==> config.mk <==
export PLATFORM = sky130hd
export DESIGN_NAME = vram_arbiter_flat
export DESIGN_NICKNAME = d
export VERILOG_FILES = /design/src/rtl/vram_arbiter_pkg.sv /design/src/rtl/vram_arbiter_if.sv /design/src/rtl/vram_arbiter.sv /design/src/flat_wrapper.sv
export SDC_FILE = /design/constraint.sdc
export NUM_CORES = 1
export LEC_CHECK = 0
export ABC_AREA = 1
export CAP_MARGIN = 20
export CORE_ASPECT_RATIO = 0.9
export CORE_MARGIN = 3
export CORE_UTILIZATION = 37
export DETAILED_ROUTE_END_ITERATION = 8
export GPL_ROUTABILITY_DRIVEN = 0
export GPL_TIMING_DRIVEN = 0
export PLACE_DENSITY_LB_ADDON = 0.12
export REMOVE_ABC_BUFFERS = 1
export SETUP_SLACK_MARGIN = 0.3
export SYNTH_ARGS = -nofsm -noshare
export SYNTH_HDL_FRONTEND = slang
export SYNTH_SLANG_ARGS = --single-unit
export TNS_END_PERCENT = 30
==> constraint.sdc <==
create_clock -name clk -period 1.7 [get_ports clk]
set_input_delay 0.255 -clock clk [delete_from_list [all_inputs] [get_ports clk]]
set_output_delay 0.255 -clock clk [all_outputs]
set_load 0.02 [all_outputs]
==> src/rtl/vram_arbiter_pkg.sv <==
// vram_arbiter_pkg: shared VRAM widths and arbiter state encoding.
package vram_arbiter_pkg;
    localparam int VRAM_ADDR_WIDTH = 14;
    localparam int VRAM_DATA_WIDTH = 8;
    typedef enum logic [1:0] {
        ST_IDLE   = 2'd0,
        ST_RDWAIT = 2'd1,
        ST_ACK    = 2'd2
    } state_t;
endpackage

==> src/rtl/vram_arbiter_if.sv <==
// vram_arbiter_if: video fetch and CPU bus signals seen by the VRAM arbiter.
interface vram_arbiter_if #(
    parameter int ADDR_WIDTH = 14,
    parameter int DATA_WIDTH = 8
);
    logic                  vid_req;
    logic [ADDR_WIDTH-1:0] vid_addr;
    logic                  vid_valid;
    logic [DATA_WIDTH-1:0] vid_rdata;
    logic                  cpu_req;
    logic                  cpu_we;
    logic [ADDR_WIDTH-1:0] cpu_addr;
    logic [DATA_WIDTH-1:0] cpu_wdata;
    logic                  cpu_ack;
    logic [DATA_WIDTH-1:0] cpu_rdata;
    logic                  cpu_starved;
    modport master (
        output vid_req, vid_addr, cpu_req, cpu_we, cpu_addr, cpu_wdata,
        input  vid_valid, vid_rdata, cpu_ack, cpu_rdata, cpu_starved
    );
    modport slave (
        input  vid_req, vid_addr, cpu_req, cpu_we, cpu_addr, cpu_wdata,
        output vid_valid, vid_rdata, cpu_ack, cpu_rdata, cpu_starved
    );
endinterface

==> src/rtl/vram_arbiter.sv <==
// vram_arbiter: shares a 1-cycle-latency single-port VRAM between the video fetcher (absolute priority) and a CPU port.
module vram_arbiter
    import vram_arbiter_pkg::*;
#(
    parameter int ADDR_WIDTH   = VRAM_ADDR_WIDTH,
    parameter int DATA_WIDTH   = VRAM_DATA_WIDTH,
    parameter int STARVE_LIMIT = 1023
) (
    input  logic                  clk,
    input  logic                  reset,
    vram_arbiter_if.slave         bus,
    output logic [ADDR_WIDTH-1:0] ram_addr,
    output logic [DATA_WIDTH-1:0] ram_din,
    output logic                  ram_wen,
    input  logic [DATA_WIDTH-1:0] ram_dout
);
    localparam int CW = $clog2(STARVE_LIMIT + 1);
    state_t        state, nxt;
    logic [CW-1:0] cnt, cnt_nxt;
    logic          issue;
    assign issue = state == ST_IDLE && bus.cpu_req && !bus.vid_req;
    assign ram_din = bus.cpu_wdata;
    assign bus.vid_rdata = ram_dout;
    always_ff @(posedge clk) begin
        state <= reset ? ST_IDLE : nxt;
    end
    always_comb begin
        nxt = state == ST_RDWAIT ? ST_ACK :
              state == ST_ACK    ? ST_IDLE :
              issue              ? (bus.cpu_we ? ST_ACK : ST_RDWAIT) : ST_IDLE;
    end
    always_comb begin
        ram_addr    = bus.vid_req ? bus.vid_addr : bus.cpu_addr;
        ram_wen     = !reset && issue && bus.cpu_we;
        bus.cpu_ack = state == ST_ACK;
    end
    // Wait counter only moves while a request sits in IDLE; it is already zero by the time RDWAIT/ACK are reached.
    always_comb begin
        cnt_nxt = state != ST_IDLE ? cnt :
                  (bus.cpu_req && bus.vid_req) ? (cnt == CW'(STARVE_LIMIT) ? cnt : cnt + 1'b1) : '0;
    end
    always_ff @(posedge clk) begin
        if (reset) begin
            cnt             <= '0;
            bus.cpu_starved <= 1'b0;
            bus.vid_valid   <= 1'b0;
            bus.cpu_rdata   <= '0;
        end else begin
            cnt             <= cnt_nxt;
            bus.cpu_starved <= bus.cpu_starved | (cnt_nxt == CW'(STARVE_LIMIT));
            bus.vid_valid   <= bus.vid_req;
            if (state == ST_RDWAIT) bus.cpu_rdata <= ram_dout;
        end
    end
endmodule

==> src/flat_wrapper.sv <==
// flat-port wrapper written by rule: the top's interface ports become plain ports
module vram_arbiter_flat import vram_arbiter_pkg::*;
#(
    parameter int ADDR_WIDTH   = VRAM_ADDR_WIDTH,
    parameter int DATA_WIDTH   = VRAM_DATA_WIDTH,
    parameter int STARVE_LIMIT = 1023
)
  (clk, reset, ram_addr, ram_din, ram_wen, ram_dout, bus_vid_req, bus_vid_addr, bus_cpu_req, bus_cpu_we, bus_cpu_addr, bus_cpu_wdata, bus_vid_valid, bus_vid_rdata, bus_cpu_ack, bus_cpu_rdata, bus_cpu_starved);
  vram_arbiter_if #(.ADDR_WIDTH(ADDR_WIDTH), .DATA_WIDTH(DATA_WIDTH)) bus_i ();
  input  logic clk;
  input  logic reset;
  output logic [ADDR_WIDTH-1:0] ram_addr;
  output logic [DATA_WIDTH-1:0] ram_din;
  output logic ram_wen;
  input  logic [DATA_WIDTH-1:0] ram_dout;
  input wire logic [$bits(bus_i.vid_req)-1:0] bus_vid_req;
  input wire logic [$bits(bus_i.vid_addr)-1:0] bus_vid_addr;
  input wire logic [$bits(bus_i.cpu_req)-1:0] bus_cpu_req;
  input wire logic [$bits(bus_i.cpu_we)-1:0] bus_cpu_we;
  input wire logic [$bits(bus_i.cpu_addr)-1:0] bus_cpu_addr;
  input wire logic [$bits(bus_i.cpu_wdata)-1:0] bus_cpu_wdata;
  output wire logic [$bits(bus_i.vid_valid)-1:0] bus_vid_valid;
  output wire logic [$bits(bus_i.vid_rdata)-1:0] bus_vid_rdata;
  output wire logic [$bits(bus_i.cpu_ack)-1:0] bus_cpu_ack;
  output wire logic [$bits(bus_i.cpu_rdata)-1:0] bus_cpu_rdata;
  output wire logic [$bits(bus_i.cpu_starved)-1:0] bus_cpu_starved;
  assign bus_i.vid_req = bus_vid_req;
  assign bus_i.vid_addr = bus_vid_addr;
  assign bus_i.cpu_req = bus_cpu_req;
  assign bus_i.cpu_we = bus_cpu_we;
  assign bus_i.cpu_addr = bus_cpu_addr;
  assign bus_i.cpu_wdata = bus_cpu_wdata;
  assign bus_vid_valid = bus_i.vid_valid;
  assign bus_vid_rdata = bus_i.vid_rdata;
  assign bus_cpu_ack = bus_i.cpu_ack;
  assign bus_cpu_rdata = bus_i.cpu_rdata;
  assign bus_cpu_starved = bus_i.cpu_starved;
  vram_arbiter #(.ADDR_WIDTH(ADDR_WIDTH), .DATA_WIDTH(DATA_WIDTH), .STARVE_LIMIT(STARVE_LIMIT)) u_core (.clk(clk), .reset(reset), .bus(bus_i), .ram_addr(ram_addr), .ram_din(ram_din), .ram_wen(ram_wen), .ram_dout(ram_dout));
endmodule
## After elaboration in Yosys (flattened, before gate mapping)

Cells that the tools add are included.

| storage, ports and cells | value |
|---|---|
| register bits after elaboration | 22 |

| operators by class | value |
|---|---|
| add/sub/neg operators | 1 |
| eq/ne operators | 4 |
| multiplexer cells | 8 |
| bitwise logic cells | 2 |
| reductions and logical operators | 10 |

Operators by type and width:

| kind | count |
|---|---|
| two-way mux 10 bit | 3 |
| == test 10 bit, second input constant | 2 |
| two-way mux 14 bit | 1 |
| adder 10 x 1 -> 10 bit, second input constant | 1 |
| two-way mux 2 bit | 4 |
| logical AND 1 bit | 5 |
| OR reduction 4 bit | 1 |
| == test 2 x 1 -> 1 bit, second input constant | 1 |
| == test 2 bit, second input constant | 1 |
| zero test 1 bit | 2 |
| zero test 2 bit | 1 |
| nonzero test 2 bit | 1 |
| inverter 1 bit | 1 |
| OR 1 bit | 1 |

## Longest topological paths before layout

Gate-level depths: netlist of run 1.

| logic depth | value |
|---|---|
| depth in word-level cells | 6 |
| mapped depth | 12 |

## Least setup slack after synthesis of run 1

Ideal clock, no wire load.

| path | value |
|---|---|
| path type | register to output |
| start | register u_core.state[0] |
| end | output port ram_wen |
| data arrival time | 1276 ps |
| data required time | 1445 ps |
| setup slack | 169 ps |
| stages on the path, launching flop included | 7 |
| path buffers | 2 |
| cell sequence | dfxtp_1 -> inv_1 -> ha_1 -> buf_2 -> buf_6 -> nand4_1 -> nor2_1 |

| on the way | value |
|---|---|
| longest elaborated chain between the ends | 5 |

RTL lines:

| what | RTL line | text |
|---|---|---|
| start, declared | vram_arbiter.sv:18 | `state_t state, nxt;` |
| start signal, assigned | vram_arbiter.sv:25 | `state <= reset ? ST_IDLE : nxt;` |
| zero test 2 bit | vram_arbiter.sv:21 | `assign issue = state == ST_IDLE && bus.cpu_req && !bus.vid_req;` |
| logical AND 1 bit (2 in series) | vram_arbiter.sv:21 |  |
| logical AND 1 bit (2 in series) | vram_arbiter.sv:34 | `ram_wen = !reset && issue && bus.cpu_we;` |
| end, declared | flat_wrapper.sv:14 | `output logic ram_wen;` |

No other way between the ends.

## Final worst setup path of run 1

| path | value |
|---|---|
| start | register u_core.cnt[0] |
| end | register u_core.bus.cpu_starved |

| on the way | value |
|---|---|
| longest elaborated chain between the ends | 6 |
| elaborated cells between the ends (all ways) | 7 |
| classes of those cells | 1 x add/sub; 2 x eq/ne; 3 x mux; 1 x bitwise |

RTL lines:

| what | RTL line | text |
|---|---|---|
| start, declared | vram_arbiter.sv:19 | `logic [CW-1:0] cnt, cnt_nxt;` |
| start signal, assigned | vram_arbiter.sv:49 | `cnt <= cnt_nxt;` |
| adder 10 x 1 -> 10 bit / == test 10 bit (equally long branches) | vram_arbiter.sv:40 | `(bus.cpu_req && bus.vid_req) ? (cnt == CW'(STARVE_LIMIT) ? cnt : cnt + 1'b1) : '0;` |
| two-way mux 10 bit (2 in series) | vram_arbiter.sv:40 |  |
| two-way mux 10 bit * | vram_arbiter.sv:39 | `cnt_nxt = state != ST_IDLE ? cnt :` |
| == test 10 bit * | vram_arbiter.sv:50 | `bus.cpu_starved <= bus.cpu_starved \| (cnt_nxt == CW'(STARVE_LIMIT));` |
| OR 1 bit * | vram_arbiter.sv:50 |  |
| end signal, assigned | vram_arbiter.sv:50 |  |
| end, declared | vram_arbiter_if.sv:23 | `output vid_valid, vid_rdata, cpu_ack, cpu_rdata, cpu_starved` |

Every way passes the cells marked *; elsewhere a longest branch is shown, timed or not.
A chain may end at the register's enable or synchronous reset.

==> results.py, run 1 <==
metrics = {
    "run_status": {
        "status": "finished, final reports clean",
    },
    "layout": {
        "drive_gt1_frac": 0.176,
        "final_common_cell": "nand2_1",
        "num_antenna_cells": 0,
        "nFillCells": 321,
        "syn_to_final_growth_pct": 62.8,
        "final_nets": 361,
        "layout_common_cells": "nand2_1, clkdlybuf4s50_1, nor2_1",
        "seqCellArea_um2": 457,
        "multi_input_area_um2": 875,
        "design_area_um2": 2430,
        "final_cells": 353,
    },
    "logic_synthesis": {
        "synthTopCellsByArea": "dfxtp_1, nand2_1, nor2_1",
        "synth_area_um2": 1490,
        "ys_ff_latch": 22,
        "ys.warnings.count": 0,
        "synth_top_area_frac": 0.295,
        "synth.largest_area_cell": "dfxtp_1",
        "syn_area_per_cell_um2": 6.24,
        "synth_cell_types": 25,
        "yosysSeqAreaShare": 0.295,
        "netlist_instances": 239,
    },
    "worst_setup_path": {
        "r2r_start": "u_core.cnt[0]",
        "worstSetupPathType": "reg2reg",
        "crit_path_top_delay_cell": "dfxtp_4",
        "cp.buffers_inverters": 1,
        "crit_arrival_ns": 1.83,
        "cp_top_family": "simple AND/OR/NAND/NOR gates",
        "path_cells": "ha_4 -> nand2_4 -> nor2_4 -> nand3_4 -> buf_6 -> nand2_1 -> nand2_1 -> a21oi_2 -> nand2_1 -> nor2_1 -> nand3_1 -> nand2_1",
        "r2r_cells": 12,
        "r2r_end": "u_core.bus.cpu_starved",
        "regToRegSetupSlack_ns": 0.07,
        "cp_common_cell": "nand2_1",
        "cp.depth": 12,
        "cp.required_ns": 1.91,
        "cpPeakStageDelay_ns": 0.36,
        "crit_fanout": 3,
        "cp-end-kind": "flip-flop",
        "start_kind": "flip-flop",
        "startpoint": "u_core.cnt[0]",
    },
    "min_path": {
        "min_to": "u_core.bus.cpu_starved",
        "hp-class": "reg2reg",
        "min-delay-start": "u_core.bus.cpu_starved",
        "holdPathStages": 2,
    },
    "clock_tree": {
        "clock_path_buffers": 2,
        "cts_hold_buffers": 0,
        "numCtsBuffers": 3,
        "path_clk_slew_ns": 0.08,
        "root_buffer": "clkbuf_8",
        "clkLatencyLatePin_ns": 0.26,
        "htreeDepth": 1,
        "cts_tree": "yes",
        "cts_sinks": 22,
    },
    "pwr": {
        "power.leakage_nw": 1.13,
        "power_mw": 1.43,
        "power_density_nw_per_um2": 589,
        "ir_drop_mv": 0.499,
    },
    "floorplanning": {
        "rows": 21,
        "dieArea_um2": 4830,
        "coreArea_um2": 3810,
        "io_pins": 91,
        "die_y_um": 66.2,
        "initial_core_util": 0.391,
        "fp.dieW_um": 72.9,
    },
    "place": {
        "placedCellCount": 335,
        "io_buffer_count": 74,
        "placed_cell_area_um2": 2130,
        "place_ws_ns": -1.09,
        "dp_hpwl_um": 3030,
    },
    "sta": {
        "setup_slack_ns": 0.0745,
        "slew_headroom": 0.786,
        "period_needed_ns": 1.63,
        "timing.final.crit_share": 0.956,
        "hold_viol": 0,
        "rsz0062_at_grt": "true",
        "drv_slew": 0,
        "worst_pin_slew_ns": 0.321,
        "setup_viol": 0,
        "hold_slack_ns": 0.461,
        "skew_ns": 0.00284,
        "max_freq_mhz": 615,
    },
    "grt": {
        "grt_pass1_vias": 1583,
        "grt_max_degree": 19,
        "overflow": 0,
        "grt_pass1_wl_um": 6910,
        "antenna_found_initial": 0,
        "track_usage": 0.179,
    },
    "drt": {
        "viasPerCell": 4.68,
        "postRouteAntennaNets": 0,
        "wirelength_um": 4390,
        "routedWlPerCell_um": 12.4,
        "via_count": 1652,
        "drt-initial-drc-count": 61,
        "drc": 0,
        "first_pass_iters": 4,
    },
    "job": {
        "cap_violations": 0,
    },
}
-- flip-flops by register name, indices dropped and copies added (netlist names) --
signal,flops
u_core.bus.vid_valid,1
u_core.cnt,10
u_core.state,2
u_core.bus.cpu_rdata,8
u_core.bus.cpu_starved,1
-- through the flow --
stage	TNS, ns	util
6_report	0	0.637
5_1_grt	-0.00681	0.637
4_1_cts	0	0.609
3_5_place_dp	-15.49	0.558
3_3_place_gp	-15.43	0.558
2_1_floorplan	0	-
-- where the power goes --
| part | switching (mW) | total [mW] | internal, mW |
|---|---|---|---|
| registers | 0.0171 | 0.550 | 0.533 |
| logic | 0.196 | 0.393 | 0.197 |
| clock network | 0.173 | 0.487 | 0.314 |
| total | 0.386 | 1.43 | 1.04 |
-- worst min-delay path: cells and delay by family (launching register included) --
kind	cells	cell delay, ns
flops	1	0.32
simple gates	2	0.11
-- metal layers --
layer,vias up,part of all wire,GRT usage
met4,0,0.0039,0.0346
met5,-,0,0
met3,2,0.066,0.0699
li1,865,-,-
met2,52,0.51,0.301
met1,733,0.42,0.216
-- cell type report --
| cell class | count | share of cell area |
|---|---|---|
| Timing Repair Buffer | 88 | 0.361 |
| Tap cell | 46 | 0.0237 |
| Clock inverter | 1 | 0.0124 |
| Inverter | 21 | 0.0376 |
| Clock buffer | 3 | 0.0170 |
| Sequential cell | 22 | 0.188 |
| Multi-Input combinational cell | 172 | 0.360 |
-- cell families (layout without fill, tap and decap cells) --
group / after synthesis / in the layout / synth area share
buf+inv: 45 / 113 / 0.162
fa+ha+maj: 4 / 4 / 0.0336
compound gates: 20 / 20 / 0.0814
xor+xnor: 1 / 1 / 0.00587
simple gates: 147 / 147 / 0.422
flops: 22 / 22 / 0.295
-- what timing repair did --
item / in CTS / in global routing
resized for setup: 52 / 34
endpoints found under the setup margin: 48 / 54
hold endpoints to repair: 0 / 0
buffers inserted: 10 / 4
pin swaps: 6 / 14
-- cell usage after synthesis, drive strengths merged --
master  count
o32ai       1
nand4       3
dfxtp      22
inv        19
a21oi       6
nand2      82
clkinv      2
nand3b      2
nand3      13
nor2       40
xnor2       1
nor3        7
o21bai      1
clkbuf      5
o21ai      12
buf        19
ha          4
-- worst max-delay path by stage --
stage | endpoint | slack, ns
final | u_core.bus.cpu_starved | 0.07
after global placement | ram_wen | -1.09
after detailed placement | ram_wen | -1.09
after floorplan | ram_wen | 0.05
after CTS | u_core.bus.cpu_starved | 0.08
after global routing | u_core.bus.cpu_starved | -0.007
Note: power is estimated with default switching activity, not from simulation.
==> inputs of run 2 (changes only) <==
CORE_UTILIZATION = 40   (was 37)
DONT_BUFFER_PORTS = 1   (was unset)
GPL_TIMING_DRIVEN = unset   (was 0)
clock period = 1.5 ns   (was 1.7 ns; I/O delays follow)
==> run 2 against run 1 <==
Compared with the run above:
- the run now ends with negative setup slack left
- global-route usage shrank 2.1 points
- first-iteration DRC count grew 3.3%
- sequential share of layout area increased by 6.1 points
- maximum frequency rose by 3.6%
- largest cell class is now multi-input gates
- die area decreased by 6.9%
- critical path type unchanged
- via count down 14%
- sequential cell count did not move
- combinational power down 30%
- largest power group unchanged
- final area shrank 26%
- register-to-register slack worse by 0.14 ns
- sequential power is 15% higher
- clock power grew 12%
==> results.py, run 2 (synthesized netlist as in run 1, its figures left out) <==
metrics = {
    "place": {
        "placed_cell_area_um2": 1500,
        "io_buffer_count": 0,
        "placedCellCount": 274,
        "dp_hpwl_um": 2630,
    },
    "sta": {
        "timing.final.crit_share": 1.05,
        "max_freq_mhz": 638,
        "setup_viol": 2,
        "period_needed_ns": 1.57,
        "setup_slack_ns": -0.0684,
        "skew_ns": 0.00421,
        "drv_slew": 0,
        "worst_pin_slew_ns": 0.270,
        "slew_headroom": 0.820,
        "rsz0062_at_grt": "true",
        "hold_viol": 0,
        "finalSetupTns_ns": -0.0984,
    },
    "worst_setup_path": {
        "r2r_end": "u_core.bus.cpu_starved",
        "start_kind": "flip-flop",
        "cp.required_ns": 1.71,
        "path_cells": "ha_4 -> nand2_4 -> nor2_4 -> nand3_4 -> nand2_2 -> nand2_2 -> a21oi_2 -> nand2_1 -> nor2_2 -> nand3_1 -> nand2_1",
        "crit_path_top_delay_cell": "dfxtp_2",
        "crit_fanout": 5,
        "cpPeakStageDelay_ns": 0.36,
        "cp-end-kind": "flip-flop",
        "cp.buffers_inverters": 0,
        "r2r_cells": 11,
        "worstSetupPathType": "reg2reg",
        "cp_top_family": "simple AND/OR/NAND/NOR gates",
        "regToRegSetupSlack_ns": -0.07,
        "startpoint": "u_core.cnt[1]",
        "r2r_start": "u_core.cnt[1]",
        "crit_arrival_ns": 1.78,
    },
    "layout": {
        "num_antenna_cells": 0,
        "final_nets": 300,
        "top_register": "u_core.cnt",
        "final_common_cell": "nand2_1",
        "largest_reg_flops": 10,
        "design_area_um2": 1800,
        "drive_gt1_frac": 0.293,
        "reg.largest.list": "u_core.cnt: 10 flops, u_core.bus.cpu_rdata: 8 flops, u_core.state: 2 flops",
        "syn_to_final_growth_pct": 20.4,
        "nFillCells": 343,
        "final_cells": 290,
        "layout_common_cells": "nand2_1, nor2_1, buf_4",
    },
    "drt": {
        "via_count": 1428,
        "routedWlPerCell_um": 12.7,
        "first_pass_iters": 4,
        "drc": 0,
        "postRouteAntennaNets": 0,
        "wirelength_um": 3690,
        "viasPerCell": 4.92,
        "drt-initial-drc-count": 63,
    },
    "min_path": {
        "min_to": "u_core.cnt[2]",
        "holdPathStages": 1,
        "hp-class": "in2reg",
        "min-delay-start": "reset",
    },
    "pwr": {
        "power_mw": 1.46,
        "ir_drop_mv": 0.412,
        "power.leakage_nw": 0.807,
        "power_density_nw_per_um2": 811,
    },
    "floorplanning": {
        "dieArea_um2": 4500,
        "coreArea_um2": 3480,
        "die_y_um": 63.9,
        "io_pins": 91,
        "initial_core_util": 0.429,
        "fp.dieW_um": 70.4,
        "rows": 20,
    },
    "clock_tree": {
        "root_buffer": "clkbuf_8",
        "clock_path_buffers": 2,
        "cts_tree": "yes",
        "clkLatencyLatePin_ns": 0.26,
        "htreeDepth": 1,
        "cts_sinks": 22,
        "path_clk_slew_ns": 0.08,
        "numCtsBuffers": 3,
    },
    "grt": {
        "overflow": 0,
        "grt_pass1_wl_um": 5890,
        "grt_pass1_vias": 1322,
        "grt_max_degree": 17,
        "track_usage": 0.158,
        "antenna_found_initial": 0,
    },
    "run_status": {
        "violations": "negative setup slack",
        "status": "complete, but fails checks",
    },
    "job": {
        "cap_violations": 0,
    },
}
==> run 2: cell types whose count changed in the layout (fill, tap and decap cells not counted), moves of 4 or more <==
cell,previous run,this run
clkdlybuf4s50_1,48,0
nor2_1,36,30
clkdlybuf4s15_1,8,0
inv_2,3,7
nand2_1,79,75
o21ai_0,11,7
dlymetal6s2s_1,8,0
nor2_2,2,8
o21ai_1,1,5
dfxtp_1,13,17
buf_4,11,22
dlygate4sd2_1,6,0
nand2_2,0,5
==> run 2: worst max path at each step <==
stage,to,slack (ns),cells after the start
floorplan,ram_wen,-0.12,4
global placement,u_core.bus.cpu_starved,-0.03,11
detailed placement,u_core.bus.cpu_starved,-0.04,11
CTS,ram_wen,-0.05,6
global route,u_core.bus.cpu_starved,-0.23,12
finish,u_core.bus.cpu_starved,-0.07,11
==> run 2: metrics by stage <==
stage | util | setup WS (ns) | hold slack (ns)
final | 0.516 | -0.0684 | 0.0190
after global routing | 0.516 | -0.227 | 0.00332
after floorplan | - | -0.123 | 0.296
after global placement | 0.430 | -0.0321 | 0.299
after CTS | 0.483 | -0.0489 | 0.00882
after detailed placement | 0.430 | -0.0442 | 0.299
==> run 2: power by group <==
group	leakage [nW]	internal [mW]	switching, mW
Combinational	0.590	0.109	0.167
Sequential	0.181	0.606	0.0294
Clock	0.0357	0.356	0.189
Total	0.807	1.07	0.386
==> run 2: metal layers <==
metal	vias to the layer above	part of all wire	GRT usage
li1	744	-	-
met1	617	0.43	0.202
met2	63	0.47	0.256
met3	4	0.083	0.0519
met4	0	0.010	0.0359
met5	-	0	0
==> run 2: layout make-up <==
cell class,count,area [µm²],area share
Clock inverter,1,30.0,0.0167
Inverter,21,82.6,0.0460
Multi-Input combinational cell,173,931,0.518
Clock buffer,3,41.3,0.0230
Timing Repair Buffer,26,209,0.116
Tap cell,44,55.1,0.0307
Sequential cell,22,447,0.249
==> run 2: timing repair <==
item | 4_1_cts | 5_1_grt
gates resized for setup | 17 | 29
hold buffers | 0 | 1
buffers inserted | 6 | 4
gates cloned | 1 | 0
endpoints found under the setup margin | 13 | 23
hold endpoints to repair | 0 | 1
pin swaps | 11 | 23
